==> src/rtl/amiga_wom_banks.sv <==
// amiga_wom_banks: cycle controller for NBANK x 256 KiB RAM banks.
// Banks 0..WOM_BANKS-1 are write-once memory. A bank starts unlocked and can
// be loaded or overlaid by the boot ROM. The first write with _SROM negated
// locks it. After that it behaves as read-only RAM.
// Optional feature macro: WOM_BERR_EN. When it is defined, a write to a locked
// bank raises _BERR. Otherwise that write is silently dropped.
module amiga_wom_banks #(
    parameter int NBANK     = 4,
    parameter int WOM_BANKS = 1
) (
    input  logic                     C7M,
    input  logic                     RES,
    input  logic                     _RE,
    input  logic                     _PRW,
    input  logic                     _UDS,
    input  logic                     _LDS,
    input  logic [$clog2(NBANK)-1:0] BANK,
    input  logic                     _SROM,
    input  logic                     _ROME,
    output logic                     _UCEN,
    output logic                     _LCEN,
    output logic                     _CDR,
    output logic                     _CDW,
    output logic                     _RRW,
    output logic                     _ROM01,
    output logic                     _BERR,
    output logic [NBANK-1:0]         _WPRO
);

    typedef enum logic [1:0] {IDLE, ACTIVE, ERR, RECOVER} state_t;
    typedef enum logic [2:0] {CYC_RAM_RD, CYC_RAM_WR, CYC_ROM_RD, CYC_LOCK, CYC_ILLEGAL} cyc_t;

    state_t                   state_q, state_d;
    cyc_t                     cyc_q, cyc_d, cyc_new;
    logic [$clog2(NBANK)-1:0] bank_q, bank_d;
    logic                     uds_q, uds_d, lds_q, lds_d;
    logic                     block_q, block_d;
    logic [NBANK-1:0]         wpro_q, wpro_d;
    logic                     ucen_q, ucen_d, lcen_q, lcen_d;
    logic                     cdr_q, cdr_d, cdw_q, cdw_d;
    logic                     rrw_q, rrw_d, rom01_q, rom01_d;
`ifdef WOM_BERR_EN
    logic                     berr_q, berr_d;
`endif

    logic re, uds, lds, any_strobe, rd, srom, rome;
    logic bank_wom, bank_locked;

    assign re         = ~_RE;
    assign uds        = ~_UDS;
    assign lds        = ~_LDS;
    assign any_strobe = uds | lds;
    assign rd         = _PRW;
    assign srom       = ~_SROM;
    assign rome       = ~_ROME;

    // Classify the cycle that would start now, based on the live bus and the lock bits
    always_comb begin
        bank_wom    = (32'(BANK) < 32'(WOM_BANKS));
        bank_locked = wpro_q[BANK];
        cyc_new     = CYC_RAM_RD;
        if (!bank_wom) begin
            cyc_new = rd ? CYC_RAM_RD : CYC_RAM_WR;
        end else if (bank_locked) begin
            cyc_new = rd ? CYC_RAM_RD : CYC_ILLEGAL;
        end else if (rd) begin
            cyc_new = (!srom && rome) ? CYC_ROM_RD : CYC_RAM_RD;
        end else begin
            cyc_new = srom ? CYC_RAM_WR : CYC_LOCK;
        end
    end

    // Next-state logic: latch the cycle in IDLE, hold on strobes, one recovery cycle
    always_comb begin
        state_d = state_q;
        cyc_d   = cyc_q;
        bank_d  = bank_q;
        uds_d   = uds_q;
        lds_d   = lds_q;
        block_d = block_q;
        wpro_d  = wpro_q;
        case (state_q)
            IDLE: begin
                if (!any_strobe) begin
                    block_d = 1'b0;
                end
                if (re && any_strobe && !block_q) begin
                    bank_d = BANK;
                    uds_d  = uds;
                    lds_d  = lds;
                    cyc_d  = cyc_new;
`ifdef WOM_BERR_EN
                    state_d = (cyc_new == CYC_ILLEGAL) ? ERR : ACTIVE;
`else
                    state_d = ACTIVE;
`endif
                end
            end
            ACTIVE: begin
                if (!any_strobe) begin
                    state_d = RECOVER;
                    if (cyc_q == CYC_LOCK) begin
                        wpro_d[bank_q] = 1'b1;
                    end
                end
            end
            ERR: begin
                if (!any_strobe && !re) begin
                    state_d = RECOVER;
                end
            end
            RECOVER: begin
                state_d = IDLE;
                block_d = any_strobe;
            end
            default: state_d = IDLE;
        endcase
    end

    // Output decode from the upcoming state, so the registered enables line up with it
    always_comb begin
        ucen_d  = 1'b0;
        lcen_d  = 1'b0;
        cdr_d   = 1'b0;
        cdw_d   = 1'b0;
        rrw_d   = 1'b0;
        rom01_d = 1'b0;
        if (state_d == ACTIVE) begin
            case (cyc_d)
                CYC_RAM_RD: begin
                    cdr_d  = 1'b1;
                    ucen_d = uds_d;
                    lcen_d = lds_d;
                end
                CYC_RAM_WR: begin
                    cdw_d  = 1'b1;
                    rrw_d  = 1'b1;
                    ucen_d = uds_d;
                    lcen_d = lds_d;
                end
                CYC_ROM_RD: begin
                    cdr_d   = 1'b1;
                    rom01_d = 1'b1;
                end
                default: ;
            endcase
        end
`ifdef WOM_BERR_EN
        berr_d = (state_d == ERR);
`endif
    end

    // State, latched cycle info, lock bits and registered enables
    always_ff @(posedge C7M or posedge RES) begin
        if (RES) begin
            state_q <= IDLE;
            cyc_q   <= CYC_RAM_RD;
            bank_q  <= '0;
            uds_q   <= 1'b0;
            lds_q   <= 1'b0;
            block_q <= 1'b0;
            wpro_q  <= '0;
            ucen_q  <= 1'b0;
            lcen_q  <= 1'b0;
            cdr_q   <= 1'b0;
            cdw_q   <= 1'b0;
            rrw_q   <= 1'b0;
            rom01_q <= 1'b0;
`ifdef WOM_BERR_EN
            berr_q  <= 1'b0;
`endif
        end else begin
            state_q <= state_d;
            cyc_q   <= cyc_d;
            bank_q  <= bank_d;
            uds_q   <= uds_d;
            lds_q   <= lds_d;
            block_q <= block_d;
            wpro_q  <= wpro_d;
            ucen_q  <= ucen_d;
            lcen_q  <= lcen_d;
            cdr_q   <= cdr_d;
            cdw_q   <= cdw_d;
            rrw_q   <= rrw_d;
            rom01_q <= rom01_d;
`ifdef WOM_BERR_EN
            berr_q  <= berr_d;
`endif
        end
    end

    // Internal flags are active-high. A set lock bit drives its _WPRO pin low.
    assign _UCEN  = ~ucen_q;
    assign _LCEN  = ~lcen_q;
    assign _CDR   = ~cdr_q;
    assign _CDW   = ~cdw_q;
    assign _RRW   = ~rrw_q;
    assign _ROM01 = ~rom01_q;
    assign _WPRO  = ~wpro_q;
`ifdef WOM_BERR_EN
    assign _BERR  = ~berr_q;
`else
    assign _BERR  = 1'b1;
`endif

endmodule

==> config.mk <==
export PLATFORM = sky130hd
export DESIGN_NAME = amiga_wom_banks
export DESIGN_NICKNAME = d
export VERILOG_FILES = /design/src/rtl/amiga_wom_banks.sv
export SDC_FILE = /design/constraint.sdc
export NUM_CORES = 1
export LEC_CHECK = 0
export ABC_CLOCK_PERIOD_IN_PS = 3350
export CAP_MARGIN = 30
export CORE_UTILIZATION = 52
export CTS_BUF_LIST = sky130_fd_sc_hd__clkbuf_16
export DETAILED_ROUTE_END_ITERATION = 10
export PLACE_DENSITY = 0.82
export SYNTH_ARGS = -nofsm -noshare
export SYNTH_HDL_FRONTEND = slang
export SYNTH_SLANG_ARGS = --single-unit
==> constraint.sdc <==
create_clock -name C7M -period 3.35 [get_ports C7M]
set_input_delay 0.335 -clock C7M [delete_from_list [all_inputs] [get_ports C7M]]
set_output_delay 0.335 -clock C7M [all_outputs]
set_load 0.02 [all_outputs]
# Word level (Yosys, flattened, before mapping)
# Cells that the tools add are included.
[totals]
register_bits = 19
output_inout_bits = 11
wordCells = 85
input_bits = 10
[classes]
muxes = 33
eq_ne = 8
n_lt_le_gt_ge = 4
n_reduce_logical = 15
bitwise = 13
[op_table]
columns = ["cell", "count"]
rows = [
  ["$mux 1", 18],
  ["$mux 3", 5],
  ["$mux 2", 6],
  ["$not 1->1", 10],
  ["$pmux 2 s4", 1],
  ["$eq 3x2->1 const B", 2],
  ["$lt 2x3->1 const B", 2],
  ["$logic_and 1x1->1", 5],
  ["$eq 2x1->1 const B", 2],
  ["$eq 2x2->1 const B", 2],
  ["$not 4->4", 1],
  ["$or 4x4->4", 1],
  ["$reduce_and 2->1", 2],
  ["$reduce_or 2->1", 2],
  ["$eq 3x1->1 const B", 1],
  ["$logic_not 3->1", 1],
  ["$reduce_and 3->1", 1],
  ["$bmux 1 s2", 1],
  ["$demux 1 s2", 1],
  ["$ge 2x1->1 const B", 1],
  ["$logic_not 1->1", 2],
  ["$logic_not 2->1", 1],
  ["$lt 2x1->1 const B", 1],
  ["$ne 2x2->1 const B", 1],
  ["other kinds (3)", 3],
]

# Depth between registers and ports, before layout
# Gate-level depths: netlist (run 1).
[logic_depth]
depth_word = 12
depth_mapped = 4

# Worst setup path before layout (run 1)
# OpenSTA, ideal clock, no wires.
[synth_timing]
path_kind = "reg-to-reg"
start = "register wpro_q[0]"
end = "register rom01_q"
required_ps = 3284
setup_slack_ps = 2020
n_path_buf = 0
setup_ps = 66
t_arrival_ps = 1265
stages_incl_launch_ff = 4
period_less_slack_ps = 1330
path_cell_list = "dfrtp_1 -> or4b_4 -> nor4_2 -> o21ba_1"
[synth_between]
elab_chain_cells = 9
[synth_lines]
columns = ["element", "line", "text"]
rows = [
  ["from (decl)", "38", "logic [NBANK-1:0] wpro_q, wpro_d;"],
  ["from (signal assigned)", "179", "wpro_q <= wpro_d;"],
  ["$bmux 1 s2", "60", "bank_locked = wpro_q[BANK];"],
  ["$mux 1 (implied by the code)", "60", ""],
  ["$mux 3", "64", "end else if (bank_locked) begin"],
  ["$mux 3", "62", "if (!bank_wom) begin"],
  ["$mux 3", "87", "if (re && any_strobe && !block_q) begin"],
  ["$mux 3", "82", "case (state_q)"],
  ["$eq 3x2->1", "129", "case (cyc_d)"],
  ["$mux 1", "129", ""],
  ["$mux 1", "128", "if (state_d == ACTIVE) begin"],
  ["net rom01_d", "41", "logic rrw_q, rrw_d, rom01_q, rom01_d;"],
  ["to (signal assigned)", "185", "rom01_q <= rom01_d;"],
  ["to (decl)", "41", ""],
]
# The timed path passes the listed nets, and every way through them passes these cells. The select of a mux whose other input is x is not followed.
# A chain may end at the register's enable or synchronous reset.

# Final worst setup path (run 1)
[layout_timing]
start = "register wpro_q[0]"
end = "output port _WPRO[0]"
[layout_between]
elab_chain_cells = 1
[layout_lines]
columns = ["element", "line", "text"]
rows = [
  ["$not 4->4", "199", "assign _WPRO = ~wpro_q;"],
  ["to (decl)", "27", "output logic [NBANK-1:0] _WPRO"],
]
# No other way between the ends.

==> impl_metrics.json, run 1 <==
{
  "status": "finished clean",
  "die-height_microns": 45.2,
  "pwr_density_cell_nw_per_um2": 856,
  "grt_antenna_before_repair": 0,
  "critical_path_peak_fanout": 5,
  "number_of_synthesized_flops_with_an_enable_pin": 0,
  "num-fill-cells": 134,
  "overall_die_width_microns": 45.2,
  "clock-root-buffer": "sky130_fd_sc_hd__clkbuf_16",
  "place.port_buffers": 19,
  "cts_htree_levels": 1,
  "rsz0062_at_grt": "no",
  "layout_common_cells": "sky130_fd_sc_hd__dfrtp_1 (19), sky130_fd_sc_hd__clkdlybuf4s50_1 (19), sky130_fd_sc_hd__inv_1 (15)",
  "area_growth_pct": 28.5,
  "total_power_mw": 1.07,
  "syn_inst": 96,
  "maxClockFrequency_mhz": 566,
  "crit_type": "flop to output port",
  "worst_pin_slew_ns": 0.700,
  "timing.slew.headroom_pct": 53.3,
  "die_area_sq_um": 2040,
  "cts.repair_timing.setup_buffer_count": 0,
  "final.min_clock_period_ns": 1.77,
  "clockBufferDepth": 2,
  "cts_tree": "done",
  "number_of_global_route_vias_before_repair": 766,
  "synth.ff_latch_count": 19,
  "timing.clock.skew_ns": 0.00277,
  "cts_sinks": 19,
  "timing.max_cap.violations": 0,
  "synth.distinct_cells": 36,
  "post-synth-top-area-fraction_pct": 49.0,
  "layout.nets": 126,
  "critical_path.startpoint_type": "flop",
  "insertion_delay_ns": 0.25,
  "async_flop_share_pct": 100,
  "grtUsageTotal_pct": 22.8,
  "wl_per_cell_microns": 14.2,
  "top_cells_by_area_synth": "sky130_fd_sc_hd__dfrtp_1 (49%), sky130_fd_sc_hd__inv_1 (5.8%), sky130_fd_sc_hd__o21ai_0 (4.6%)",
  "final_min_period_over_clock_period_pct": 52.7,
  "ys_dominant_reg_cell": "sky130_fd_sc_hd__dfrtp_1",
  "ctsResizeCount": 0,
  "fin_worst_hold_slack_ns": 0.463,
  "drtAntennaViolNets": 0,
  "timing_hold_violations_final": 0,
  "fp-row-count": 15,
  "multi_input_area_sq_um": 413,
  "layout.core_utilization_pct": 71.4,
  "timing.critical_path.required_ns": 3.01,
  "timing_max_transition_violations_final": 0,
  "static-leakage-power_nw": 0.561,
  "synth.avg_cell_area_sq_um": 10.1,
  "wire_length_of_the_first_global_routing_pass_microns": 3280,
  "gr-total-overflow": 0,
  "irDropWorstVdd_mv": 0.501,
  "worst_hold_path_type": "flop to flop",
  "final-seq-area_sq_um": 475,
  "detailedRoute.firstPassIterationCount": 4,
  "detail_route.vias_per_cell": 5.64,
  "clk_transition_reported_paths_ns": 0.05,
  "place_congestion": 0.776,
  "totalNegativeSetupSlack_ns": 0,
  "via_count": 789,
  "synth_seq_area_share_pct": 49.0,
  "num_antenna_cells": 0,
  "dpl.hpwl_microns": 1400,
  "number_of_warnings_reported_in_the_yosys_synthesis_log": 0,
  "drt_iter0_markers": 29,
  "floorplan.initialDensity_pct": 55.6,
  "setup.reg_to_reg.worst_slack_ns": 1.86,
  "mappedNetlistNets": 106,
  "drive_above_1_share_pct": 17.4,
  "netlist.top_cell.by_area": "sky130_fd_sc_hd__dfrtp_1",
  "end_kind": "output port",
  "syn_area_sq_um": 970,
  "fp.coreArea_sq_um": 1750,
  "wirelength_microns": 1990,
  "cts-buffers-inserted": 3,
  "drc": 0,
  "setup_violations": 0,
  "boundaryPins": 21,
  "holdBufCountCts": 0,
  "worst-endpoint-arrival_ns": 1.43,
  "grt_start_max_net_pins": 20
}
-- per-stage QoR --
| step | instances | area, sq um | setup WS, ns |
|---|---|---|---|
| CTS | 140 | 1250 | 1.58 |
| detailed placement | 136 | 1170 | 1.49 |
| global placement | 136 | 1170 | 1.55 |
| finish | 140 | 1250 | 1.58 |
| floorplan | 96 | 970 | 2.02 |
| global route | 140 | 1250 | 1.54 |
-- cell families (layout without fill, tap and decap cells) --
| group | count (synthesis) | after routing | synth area share, % |
|---|---|---|---|
| AO/OA/AOI/OAI | 31 | 31 | 22.8 |
| buffers and inverters | 19 | 38 | 8.39 |
| flip-flops | 19 | 19 | 49.0 |
| multiplexers | 4 | 4 | 4.64 |
| other | 1 | 1 | 0.387 |
| AND/OR/NAND/NOR | 22 | 22 | 14.7 |
-- synthesized netlist by cell type, drive strengths merged (3+ instances only) --
| cell type | instances |
|---|---|
| dfrtp | 19 |
| buf | 4 |
| inv | 15 |
| mux2 | 4 |
| o21ai | 9 |
| a21oi | 6 |
| nor2 | 4 |
| nor3 | 3 |
| nand4 | 3 |
-- final cells by class --
cell class | instances | area share (%)
timing repair buffer | 19 | 15.3
inverter | 15 | 4.52
tap | 25 | 2.51
multi-input combinational | 58 | 33.1
sequential | 19 | 38.2
clock buffer | 3 | 6.02
clock inverter | 1 | 0.402
-- sequential cells by signal, indices dropped and copies added (netlist names) --
register,flops
uds_q,1
cyc_q,3
cdr_q,1
state_q,2
block_q,1
bank_q,2
rom01_q,1
lds_q,1
wpro_q,4
ucen_q,1
lcen_q,1
rrw_q,1
-- layer usage --
layer | routed length, microns | global-route usage, % | vias up
li1 | - | - | 376
met1 | 866 | 28.9 | 365
met2 | 975 | 36.5 | 41
met3 | 94 | 3.60 | 7
met4 | 51 | 13.9 | 0
met5 | 0 | 0 | -
-- final timing paths --
path / startpoint / endpoint / cells after the start
hold reg to reg: wpro_q[3] / wpro_q[3] / 1
hold / removal: wpro_q[3] / wpro_q[3] / 1
setup reg to reg: state_q[0] / cyc_q[1] / 3
min in group asynchronous: RES / rrw_q / 2
max in group asynchronous: RES / wpro_q[1] / 2
setup / recovery: wpro_q[0] / _WPRO[0] / 2
-- critical path: stages (launching register included) --
cell                              delay (ns)
sky130_fd_sc_hd__dfrtp_1                0.43
sky130_fd_sc_hd__inv_1                  0.13
sky130_fd_sc_hd__clkdlybuf4s50_1        0.62
-- power by group --
part	internal, mW	leakage (nW)	total [mW]	switching, mW
logic	0.199	0.272	0.414	0.215
clock network	0.160	0.0409	0.243	0.0832
registers	0.321	0.248	0.410	0.0892
(Power assumes the default switching activity.)
==> inputs of run 2 (changes only) <==
ABC_CLOCK_PERIOD_IN_PS = 1500   (was 3350)
CORE_UTILIZATION = 44   (was 52)
PLACE_DENSITY = 0.74   (was 0.82)
clock period = 1.5 ns   (was 3.35 ns; I/O delays follow)
==> run 2 against run 1 <==
- setup slack got worse by 1.5 ns
- global-route usage shrank 3.0 points
- cell count is 9.3% higher
- worst hold slack got worse by 0.24 ns
- critical path depth is 1 higher
- clock skew decreased by 0.00077 ns
- register-to-register slack got worse by 1.8 ns
- die area up 17%
- first-iteration DRC count down 69%
- sequential share of layout area decreased by 2.4 points
- core utilization shrank 5.6 points
- total power up 130%
- critical path type is now flop to flop
- critical endpoint is now rom01_q
- largest cell class unchanged
- largest power group unchanged
==> impl_metrics.json, run 2 (same netlist as run 1, synthesis figures left out) <==
{
  "reg2reg_depth": 3,
  "cts_sinks": 19,
  "setup_violations": 0,
  "cts-buffers-inserted": 3,
  "irDropWorstVdd_mv": 1.44,
  "final_min_period_over_clock_period_pct": 94.9,
  "detail_route.vias_per_cell": 5.60,
  "cts_htree_levels": 1,
  "timing.clock.skew_ns": 0.00200,
  "mostFrequentLayoutCell": "sky130_fd_sc_hd__dfrtp_1",
  "number_of_flip_flops_under_the_largest_register_name": 4,
  "pwr_density_cell_nw_per_um2": 1850,
  "clk_transition_reported_paths_ns": 0.05,
  "setup.reg_to_reg.worst_slack_ns": 0.08,
  "holdBufCountCts": 0,
  "status": "finished clean",
  "r2r_start": "wpro_q[0]",
  "grtUsageTotal_pct": 19.8,
  "gr-total-overflow": 0,
  "grt_start_max_net_pins": 20,
  "timing_max_transition_violations_final": 0,
  "crit_type": "flop to flop",
  "met2_usage_pct": 32.4,
  "biggestRegsByFlops": "wpro_q x4, cyc_q x3",
  "largest-register": "wpro_q",
  "fp-row-count": 16,
  "design_area_sq_um": 1330,
  "final.min_clock_period_ns": 1.42,
  "timing.max_cap.violations": 0,
  "static-leakage-power_nw": 0.612,
  "insertion_delay_ns": 0.25,
  "number_of_global_route_vias_before_repair": 851,
  "timing.critical_path.required_ns": 1.69,
  "grt_antenna_before_repair": 0,
  "cts.repair_timing.setup_buffer_count": 0,
  "crit-reg2reg-capture": "rom01_q",
  "placement.cell_area_sq_um": 1250,
  "global_route.usage.met3_pct": 3.74,
  "timing_hold_violations_final": 0,
  "worst-endpoint-arrival_ns": 1.61,
  "worst_hold_path_type": "input port to asynchronous set/reset pin",
  "layout_common_cells": "sky130_fd_sc_hd__dfrtp_1 (19), sky130_fd_sc_hd__clkdlybuf4s50_1 (18), sky130_fd_sc_hd__inv_1 (15)",
  "area_growth_pct": 37.2,
  "num_antenna_cells": 0,
  "place_congestion": 0.795,
  "cts_tree": "done",
  "placedCellCount": 149,
  "total_power_mw": 2.46,
  "wire_length_of_the_first_global_routing_pass_microns": 3620,
  "boundaryPins": 21,
  "wirelength_microns": 2130,
  "setup.worst_path.end": "rom01_q",
  "layout.nets": 137,
  "critical_path_peak_fanout": 5,
  "end_kind": "flop",
  "clockBufferDepth": 2,
  "layer_with_the_highest_usage": "met2",
  "clock-root-buffer": "sky130_fd_sc_hd__clkbuf_16",
  "drc": 0,
  "ctsResizeCount": 1,
  "wl_per_cell_microns": 13.9,
  "critical_path.startpoint_type": "flop",
  "floorplan.initialDensity_pct": 48.0,
  "die_area_sq_um": 2400,
  "maxClockFrequency_mhz": 703,
  "drt_iter0_markers": 9,
  "rsz0062_at_grt": "no",
  "drtAntennaViolNets": 0,
  "overall_die_width_microns": 48.9,
  "drive_above_1_share_pct": 24.6,
  "dpl.hpwl_microns": 1580,
  "final_cell_count_no_fill": 153,
  "die-height_microns": 48.9,
  "cp-startpoint": "wpro_q[0]",
  "fp.coreArea_sq_um": 2020,
  "place.port_buffers": 19,
  "via_count": 857,
  "detailedRoute.firstPassIterationCount": 4,
  "layout.core_utilization_pct": 65.8,
  "met1_track_demand_over_resource_pct": 24.4
}
## run 2: power by group
group | switching, mW | total (mW) | internal, mW
sequential | 0.183 | 0.900 | 0.716
clock | 0.182 | 0.539 | 0.357
combinational | 0.520 | 1.02 | 0.504
## run 2: worst min path at each step
| stage | from | end | slack (ns) | depth (start not counted) |
|---|---|---|---|---|
| 4_1_cts | RES | cyc_q[2] | 0.23 | 3 |
| 3_3_place_gp | wpro_q[3] | wpro_q[3] | 0.45 | 1 |
| 2_1_floorplan | RES | bank_q[0] | 0.10 | 1 |
| 5_1_grt | RES | cdr_q | 0.27 | 3 |
| 6_report | RES | cyc_q[2] | 0.22 | 3 |
| 3_5_place_dp | wpro_q[3] | wpro_q[3] | 0.45 | 1 |
## run 2: metal layers
layer  vias to the layer above  share of wire (%)
met5                         -                  0
met4                         0                2.0
met3                         6                3.0
met2                        20                 50
met1                       432                 45
li1                        399                  -
## run 2: critical path: stages, from the launching register on
cell and delay, ns:
sky130_fd_sc_hd__dfrtp_1 0.43, sky130_fd_sc_hd__or4b_4 0.56, sky130_fd_sc_hd__nor4_2 0.22, sky130_fd_sc_hd__o21ba_1 0.15
## run 2: metrics by stage
step                      TNS (ns)  setup slack [ns]  hold slack (ns)
after floorplan                  0             0.170            0.101
after global placement     -0.0371           -0.0175            0.450
after detailed placement    -0.145           -0.0555            0.454
after CTS                        0            0.0655            0.235
after global routing             0            0.0174            0.267
final                            0            0.0768            0.223
## run 2: cell type report
type                       instances  area [sq um]
sequential                        19           475
tap                               27          33.8
clock inverter                     1          5.00
timing repair buffer              30           272
inverter                          15          56.3
clock buffer                       3          75.1
fill                             159           692
multi-input combinational         58           413
